$ cat src/rtl/cpu_sys_nios2_qsys_0_oci_dct_packer.sv
// DCT branch-code packer: shifts 2-bit codes into a 30-bit buffer and hands full/flushed frames to a one-deep output register.
// Optional cycle timestamp on each frame is enabled with `define CPU_SYS_OCI_DCT_TSTAMP_EN.
module cpu_sys_nios2_qsys_0_oci_dct_packer #(
    parameter int ENTRY_W = 2,
    parameter int DEPTH   = 15,
    parameter int CNT_W   = 4
) (
    input  logic                     clk,
    input  logic                     reset_n,
    input  logic                     trc_on,
    input  logic                     br_valid,
    input  logic [ENTRY_W-1:0]       br_code,
    input  logic                     flush_req,
    input  logic                     frame_ready,
    output logic                     frame_valid,
    output logic [ENTRY_W*DEPTH-1:0] frame_data,
    output logic [CNT_W-1:0]         frame_count,
    output logic [15:0]              frame_tstamp,
    output logic [ENTRY_W*DEPTH-1:0] dct_buffer,
    output logic [CNT_W-1:0]         dct_count,
    output logic                     overflow,
    output logic                     bad_code
);

    localparam int BUF_W = ENTRY_W * DEPTH;

    typedef enum logic {
        ST_EMPTY = 1'b0,
        ST_FULL  = 1'b1
    } out_state_e;

    out_state_e         state_q;
    logic [BUF_W-1:0]   buf_q, buf_d;
    logic [CNT_W-1:0]   cnt_q, cnt_d;
    logic [BUF_W-1:0]   frame_data_q;
    logic [CNT_W-1:0]   frame_count_q;
    logic               trc_on_q;
    logic               overflow_q;
    logic               bad_code_q;

    logic               code_legal;
    logic               accept;
    logic               illegal;
    logic               trc_fall;
    logic               emit;
    logic               load_frame;

    // NOTE: every signal driven here gets a default first so no latch is inferred.
    always_comb begin
        code_legal = (br_code == 2'b01) || (br_code == 2'b10);
        accept     = trc_on && br_valid && code_legal;
        illegal    = trc_on && br_valid && !code_legal;
        buf_d      = buf_q;
        cnt_d      = cnt_q;
        if (accept) begin
            buf_d = {buf_q[BUF_W-ENTRY_W-1:0], br_code};
            cnt_d = cnt_q + 1'b1;
        end
        trc_fall   = trc_on_q && !trc_on;
        // The emit decision sees the code inserted this cycle, so a same-cycle branch joins the frame.
        emit       = ((cnt_d == CNT_W'(DEPTH)) || flush_req || trc_fall) && (cnt_d != '0);
        load_frame = emit && ((state_q == ST_EMPTY) || frame_ready);
    end

    // NOTE: sequential state uses non-blocking assignments only; reset is sampled on the clock edge.
    always_ff @(posedge clk) begin
        if (!reset_n) begin
            state_q       <= ST_EMPTY;
            buf_q         <= '0;
            cnt_q         <= '0;
            frame_data_q  <= '0;
            frame_count_q <= '0;
            trc_on_q      <= 1'b0;
            overflow_q    <= 1'b0;
            bad_code_q    <= 1'b0;
        end else begin
            trc_on_q <= trc_on;

            if (emit) begin
                buf_q <= '0;
                cnt_q <= '0;
            end else begin
                buf_q <= buf_d;
                cnt_q <= cnt_d;
            end

            if (illegal) begin
                bad_code_q <= 1'b1;
            end

            if (load_frame) begin
                frame_data_q  <= buf_d;
                frame_count_q <= cnt_d;
            end

            case (state_q)
                ST_EMPTY: begin
                    if (emit) begin
                        state_q <= ST_FULL;
                    end
                end
                ST_FULL: begin
                    if (frame_ready) begin
                        if (!emit) begin
                            state_q <= ST_EMPTY;
                        end
                    end else if (emit) begin
                        overflow_q <= 1'b1;
                    end
                end
                default: state_q <= ST_EMPTY;
            endcase
        end
    end

`ifdef CPU_SYS_OCI_DCT_TSTAMP_EN
    logic [15:0] tstamp_cnt_q;
    logic [15:0] frame_tstamp_q;

    always_ff @(posedge clk) begin
        if (!reset_n) begin
            tstamp_cnt_q   <= '0;
            frame_tstamp_q <= '0;
        end else begin
            tstamp_cnt_q <= tstamp_cnt_q + 16'd1;
            if (load_frame) begin
                frame_tstamp_q <= tstamp_cnt_q;
            end
        end
    end

    assign frame_tstamp = frame_tstamp_q;
`else
    assign frame_tstamp = 16'h0000;
`endif

    assign frame_valid = (state_q == ST_FULL);
    assign frame_data  = frame_data_q;
    assign frame_count = frame_count_q;
    assign dct_buffer  = buf_q;
    assign dct_count   = cnt_q;
    assign overflow    = overflow_q;
    assign bad_code    = bad_code_q;

endmodule

$ cat config.mk
export PLATFORM = sky130hd
export DESIGN_NAME = cpu_sys_nios2_qsys_0_oci_dct_packer
export DESIGN_NICKNAME = d
export VERILOG_FILES = /design/src/rtl/cpu_sys_nios2_qsys_0_oci_dct_packer.sv
export SDC_FILE = /design/constraint.sdc
export NUM_CORES = 1
export LEC_CHECK = 0
export ABC_AREA = 1
export BUFFER_PORTS_ARGS = -buffer_cell sky130_fd_sc_hd__buf_2
export CORE_UTILIZATION = 40
export CTS_CLUSTER_DIAMETER = 200
export DETAILED_ROUTE_END_ITERATION = 7
export SYNTH_ARGS = -nofsm -noshare
export SYNTH_HDL_FRONTEND = slang
export SYNTH_SLANG_ARGS = --single-unit
$ cat constraint.sdc
create_clock -name clk -period 2.37 [get_ports clk]
set_input_delay 0.474 -clock clk [delete_from_list [all_inputs] [get_ports clk]]
set_output_delay 0.474 -clock clk [all_outputs]
set_load 0.05 [all_outputs]
### Word level (Yosys, flattened, before mapping)

Cells that the tools add are included.

| cells by class | value |
|---|---|
| add/subtract/negate cells | 1 |
| eq/ne operators | 3 |
| mux-type cells | 5 |
| bitwise operators | 3 |
| reductions and logical operators | 15 |

Operators by type and width:

| kind | number |
|---|---|
| 30-bit two-way mux | 1 |
| 1-bit logical AND | 6 |
| 4-bit by 1-bit adder with 4-bit output, second input constant | 1 |
| 4-bit equality test, second input constant | 1 |
| 1-bit logical OR | 4 |
| 4-bit two-way mux | 1 |
| 4-bit nonzero test | 1 |
| 1-bit NOT | 3 |
| 3-bit AND reduction | 1 |
| 2-bit by 1-bit equality test with 1-bit output, second input constant | 1 |
| 2-bit equality test, second input constant | 1 |
| 1-bit zero test | 2 |
| 1-bit two-way mux | 2 |
| 1-bit one-hot mux with 2 select lines | 1 |
| 2-bit OR reduction | 1 |

| storage, ports and cells | value |
|---|---|
| register bits after elaboration | 72 |
| bits of input ports | 8 |
| output and inout port bits | 87 |
| logic and storage cells | 35 |

### Longest topological paths before layout

| logic depth | value |
|---|---|
| word-level depth | 11 |
| gate-level depth with buffers | 14 |
| mapped depth without buffers | 13 |

### Worst setup path before layout

No wires, ideal clock.

| path | value |
|---|---|
| path type | register -> register |
| start | register cnt_q[0] (netlist: dct_count[0]) |
| end | register frame_data_q[10] (netlist: frame_data[10]) |
| library setup time | 0.064 ns |
| arrival time | 1.983 ns |
| data required time | 2.306 ns |
| path slack | 0.323 ns |
| stages on the path, launching flop included | 13 |
| buffers on the path | 2 |
| period minus slack after synthesis | 2.047 ns |
| cells stage by stage | dfxtp_1 -> ha_1 -> xor2_1 -> nand2_1 -> nand2_2 -> nand2_1 -> o21bai_4 -> nand3_2 -> buf_4 -> buf_6 -> nand2_1 -> inv_2 -> nor2_1 |

| between the ends | value |
|---|---|
| cells in the longest elaborated chain, start to end | 7 |
| elaborated cells on any way between the ends | 8 |
| classes of those cells | 1 x add/sub; 1 x eq/ne; 1 x mux; 5 x reduce/logical |

Ends and longest elaborated chain:

| what | line | RTL |
|---|---|---|
| start: declaration | 34 | `logic [CNT_W-1:0] cnt_q, cnt_d;` |
| start signal: assignment | 84 | `cnt_q <= cnt_d;` |
| 4-bit by 1-bit adder with 4-bit output | 57 | `cnt_d = cnt_q + 1'b1;` |
| 4-bit two-way mux * | 55 | `if (accept) begin` |
| 4-bit equality test | 61 | `emit = ((cnt_d == CNT_W'(DEPTH)) \|\| flush_req \|\| trc_fall) && (cnt_d != '0);` |
| 1-bit logical OR (2 in a row) | 61 |  |
| 1-bit logical AND * | 61 |  |
| 1-bit logical AND * | 62 | `load_frame = emit && ((state_q == ST_EMPTY) \|\| frame_ready);` |
| end signal: assignment | 92 | `frame_data_q <= buf_d;` |
| end: declaration | 35 | `logic [BUF_W-1:0] frame_data_q;` |

Every way passes the cells marked *; elsewhere a longest branch is shown, timed or not.
A chain may end at the register's enable or synchronous reset.

### Final worst setup path

| path | value |
|---|---|
| start | register cnt_q[0] (netlist: dct_count[0]) |
| end | register frame_data_q[11] (netlist: frame_data[11]) |

The elaborated chain is that of the path after synthesis.

==> flow_summary.yaml <==
power:
  p_per_area_mw_per_mm2: 698
  clockPowerShare: 0.305
  pwr-share-comb: 0.211
  p_seq_frac: 0.483
  p_switching_mw: 0.868
  switching_share: 0.326
  p_leak_nw: 2.17
  irDropWorstVdd_mv: 0.398
  p_int_mw: 1.79
synth:
  ys_warn_count: 0
  netlist-cell-type-count: 24
  synth_area_leaders: "dfxtp_1 45%, nand2_1 11%, inv_1 8.4%"
  synth_common_cells: "95 x nand2_1, 72 x dfxtp_1, 72 x inv_1, 71 x nor2_1, 32 x nand4_1"
  synth_edf_count: 0
  yosysSeqAreaShare: 0.447
  ys_ff_latch: 72
  synth-main-ff-cell: "dfxtp_1"
  synth_top_area_share: 0.447
  ys_async_sr_fraction: 0
  syn-cell-area_mm2: 0.00322
  synth_top_cell_by_area: "dfxtp_1"
  synth_most_common_cell: "nand2_1"
  avgSynthCellArea_um2: 7.34
  syn-instance-count: 439
placement:
  placed_area_mm2: 0.00366
  gp_congestion: 0.762
  port_buffers: 78
  dp_hpwl_um: 5130
floorplanning:
  ios: 95
  die_area_mm2: 0.00842
  start_util: 0.415
  rows: 32
  die_width_um: 91.8
  die_h_um: 91.8
  core_area_mm2: 0.00777
grt:
  use_met3: 0.0431
  grt_max_degree: 25
  groute.usage.overall: 0.174
  antenna_found_initial: 0
  busiest_layer: "met2"
  grt_pass1_wl_um: 11500
  grt.overflow.total: 0
  grt_pass1_vias: 2488
  use_met1: 0.219
  grtUsageMet2: 0.284
clocking:
  cts_setup_buffers: 0
  ctsResizeCount: 0
  cts_max_level: 3
  clkTransAtPathRegs_ns: 0.07
  cts_tree: "done"
  cts_hold_buf: 0
  root_buffer: "clkbuf_8"
  clk_latency_ns: 0.33
  clk_path_buf_depth: 2
  clock-sinks: 72
  cts_made_buffers: 9
route:
  drc: 0
  dr_total_vias: 2790
  drt_iter0_markers: 65
  first_pass_iters: 6
  ant_nets: 0
  wire_per_inst_um: 11.4
  drt-total-wl_um: 7080
  detail_route.vias_per_cell: 4.49
final_layout:
  syn_to_final_growth_pct: 18.3
  drive_gt1_frac: 0.227
  nets: 526
  num_antenna_cells: 0
  final_area_mm2: 0.00381
sta:
  rsz0062_at_grt: "false"
  final_hold_viol_count: 0
  setup_violations: 0
  fin_setup_tns_ns: 0
  period_needed_ns: 1.86
  clock_skew_ns: 0.00498
  finalCritPeriodShare: 0.784
  drv_slew: 0
  fmax_ghz: 0.538
min_path:
  hold_path_class: "in -> reg"
setup_path:
  worstPathArrival_ns: 2.09
  start_kind: "register"
  cpPeakStageDelay_ns: 0.41
  cp_cell_sequence: "ha_1, nand3_1, nand2_1, nor2_1, nand2_1, nand3_2, buf_4, nand2_1, inv_2, nor2_1"
  crit_path_frequent_cell: "nand2_1"
  criticalPathCategory: "reg -> reg"
  required_ns: 2.60
  cp_num_buf_inv: 2
  slowest_stage: "dfxtp_1"
  crit_fanout: 22
  crit_family: "simple AND/OR/NAND/NOR gates"
  endpoint_kind: "register"
run:
  drv_cap: 0
run_status:
  status: "finished clean"
-- routing by layer --
layer  share of wire  wire length (um)  vias up
met2            0.45              3190       89
met5               0                 0        -
met1            0.47              3300     1224
met3           0.073               516        8
li1                -                 -     1469
met4           0.011                76        0
-- final cells by class --
cell class,count,area [um^2]
fill,803,3950
sequential,72,1440
multi-input combinational,264,1310
timing repair buffer,91,488
inverter,79,297
clock buffer,13,149
tap,102,128
clock inverter,1,5.00
-- path summary, 6_finish.rpt --
check | start | endpoint | slack [ns] | cells past startpoint
max reg2reg | dct_count[0] | frame_data[11] | 0.51 | 10
min | trc_on | trc_on_q | 0.37 | 3
min reg2reg | overflow | overflow | 0.47 | 2
max | dct_count[0] | frame_data[11] | 0.51 | 10
-- registers in the layout (all words and copies together), names as in the netlist --
name         flops
frame_valid      1
trc_on_q         1
dct_count        4
frame_count      4
overflow         1
frame_data      30
bad_code         1
dct_buffer      30
-- worst register-to-register path, delay by kind of cell (launching register included) --
family | cells | cell delay [ns]
adders and majority gates | 1 | 0.26
and+or+nand+nor | 7 | 0.76
DFF | 1 | 0.41
buffers and inverters | 2 | 0.32
-- kinds of logic after synthesis --
group / share of synthesized area
buffers and inverters: 0.165
multiplexers: 0.0745
other: 0.00116
flip-flops: 0.447
XOR/XNOR: 0.00272
AO/OA/AOI/OAI: 0.0260
adder cells (fa/ha/maj): 0.00388
AND/OR/NAND/NOR: 0.279
-- placed cells by master, fill, tap and decap left out, drive strengths merged, types with 13 or more instances in the layout --
master / Yosys / routed
nor2: 72 / 72
nand4: 32 / 32
clkbuf: 9 / 13
buf: 30 / 91
inv: 79 / 79
mux2i: 24 / 24
dfxtp: 72 / 72
nand2: 100 / 100
conb: 1 / 16
-- power by group through the flow --
| stage | logic [mW] | registers (mW) | clock network (mW) |
|---|---|---|---|
| after floorplan | 0.303 | 1.49 | 0 |
| after global placement | 0.563 | 1.31 | 0 |
| after detailed placement | 0.564 | 1.31 | 0 |
| after CTS | 0.566 | 1.29 | 0.835 |
| after global routing | 0.615 | 1.29 | 0.885 |
| final | 0.562 | 1.29 | 0.813 |
-- stage by stage --
stage / hold slack [ns] / instances / util / total power, mW / worst slack (ns)
floorplan: 0.567 / 454 / - / 1.79 / 0.323
global placement: 0.460 / 608 / 0.471 / 1.88 / 0.305
detailed placement: 0.465 / 608 / 0.471 / 1.88 / 0.273
CTS: 0.360 / 622 / 0.491 / 2.69 / 0.564
global route: 0.385 / 622 / 0.491 / 2.79 / 0.353
finish: 0.369 / 622 / 0.491 / 2.66 / 0.512
(Power assumes the default switching activity.)
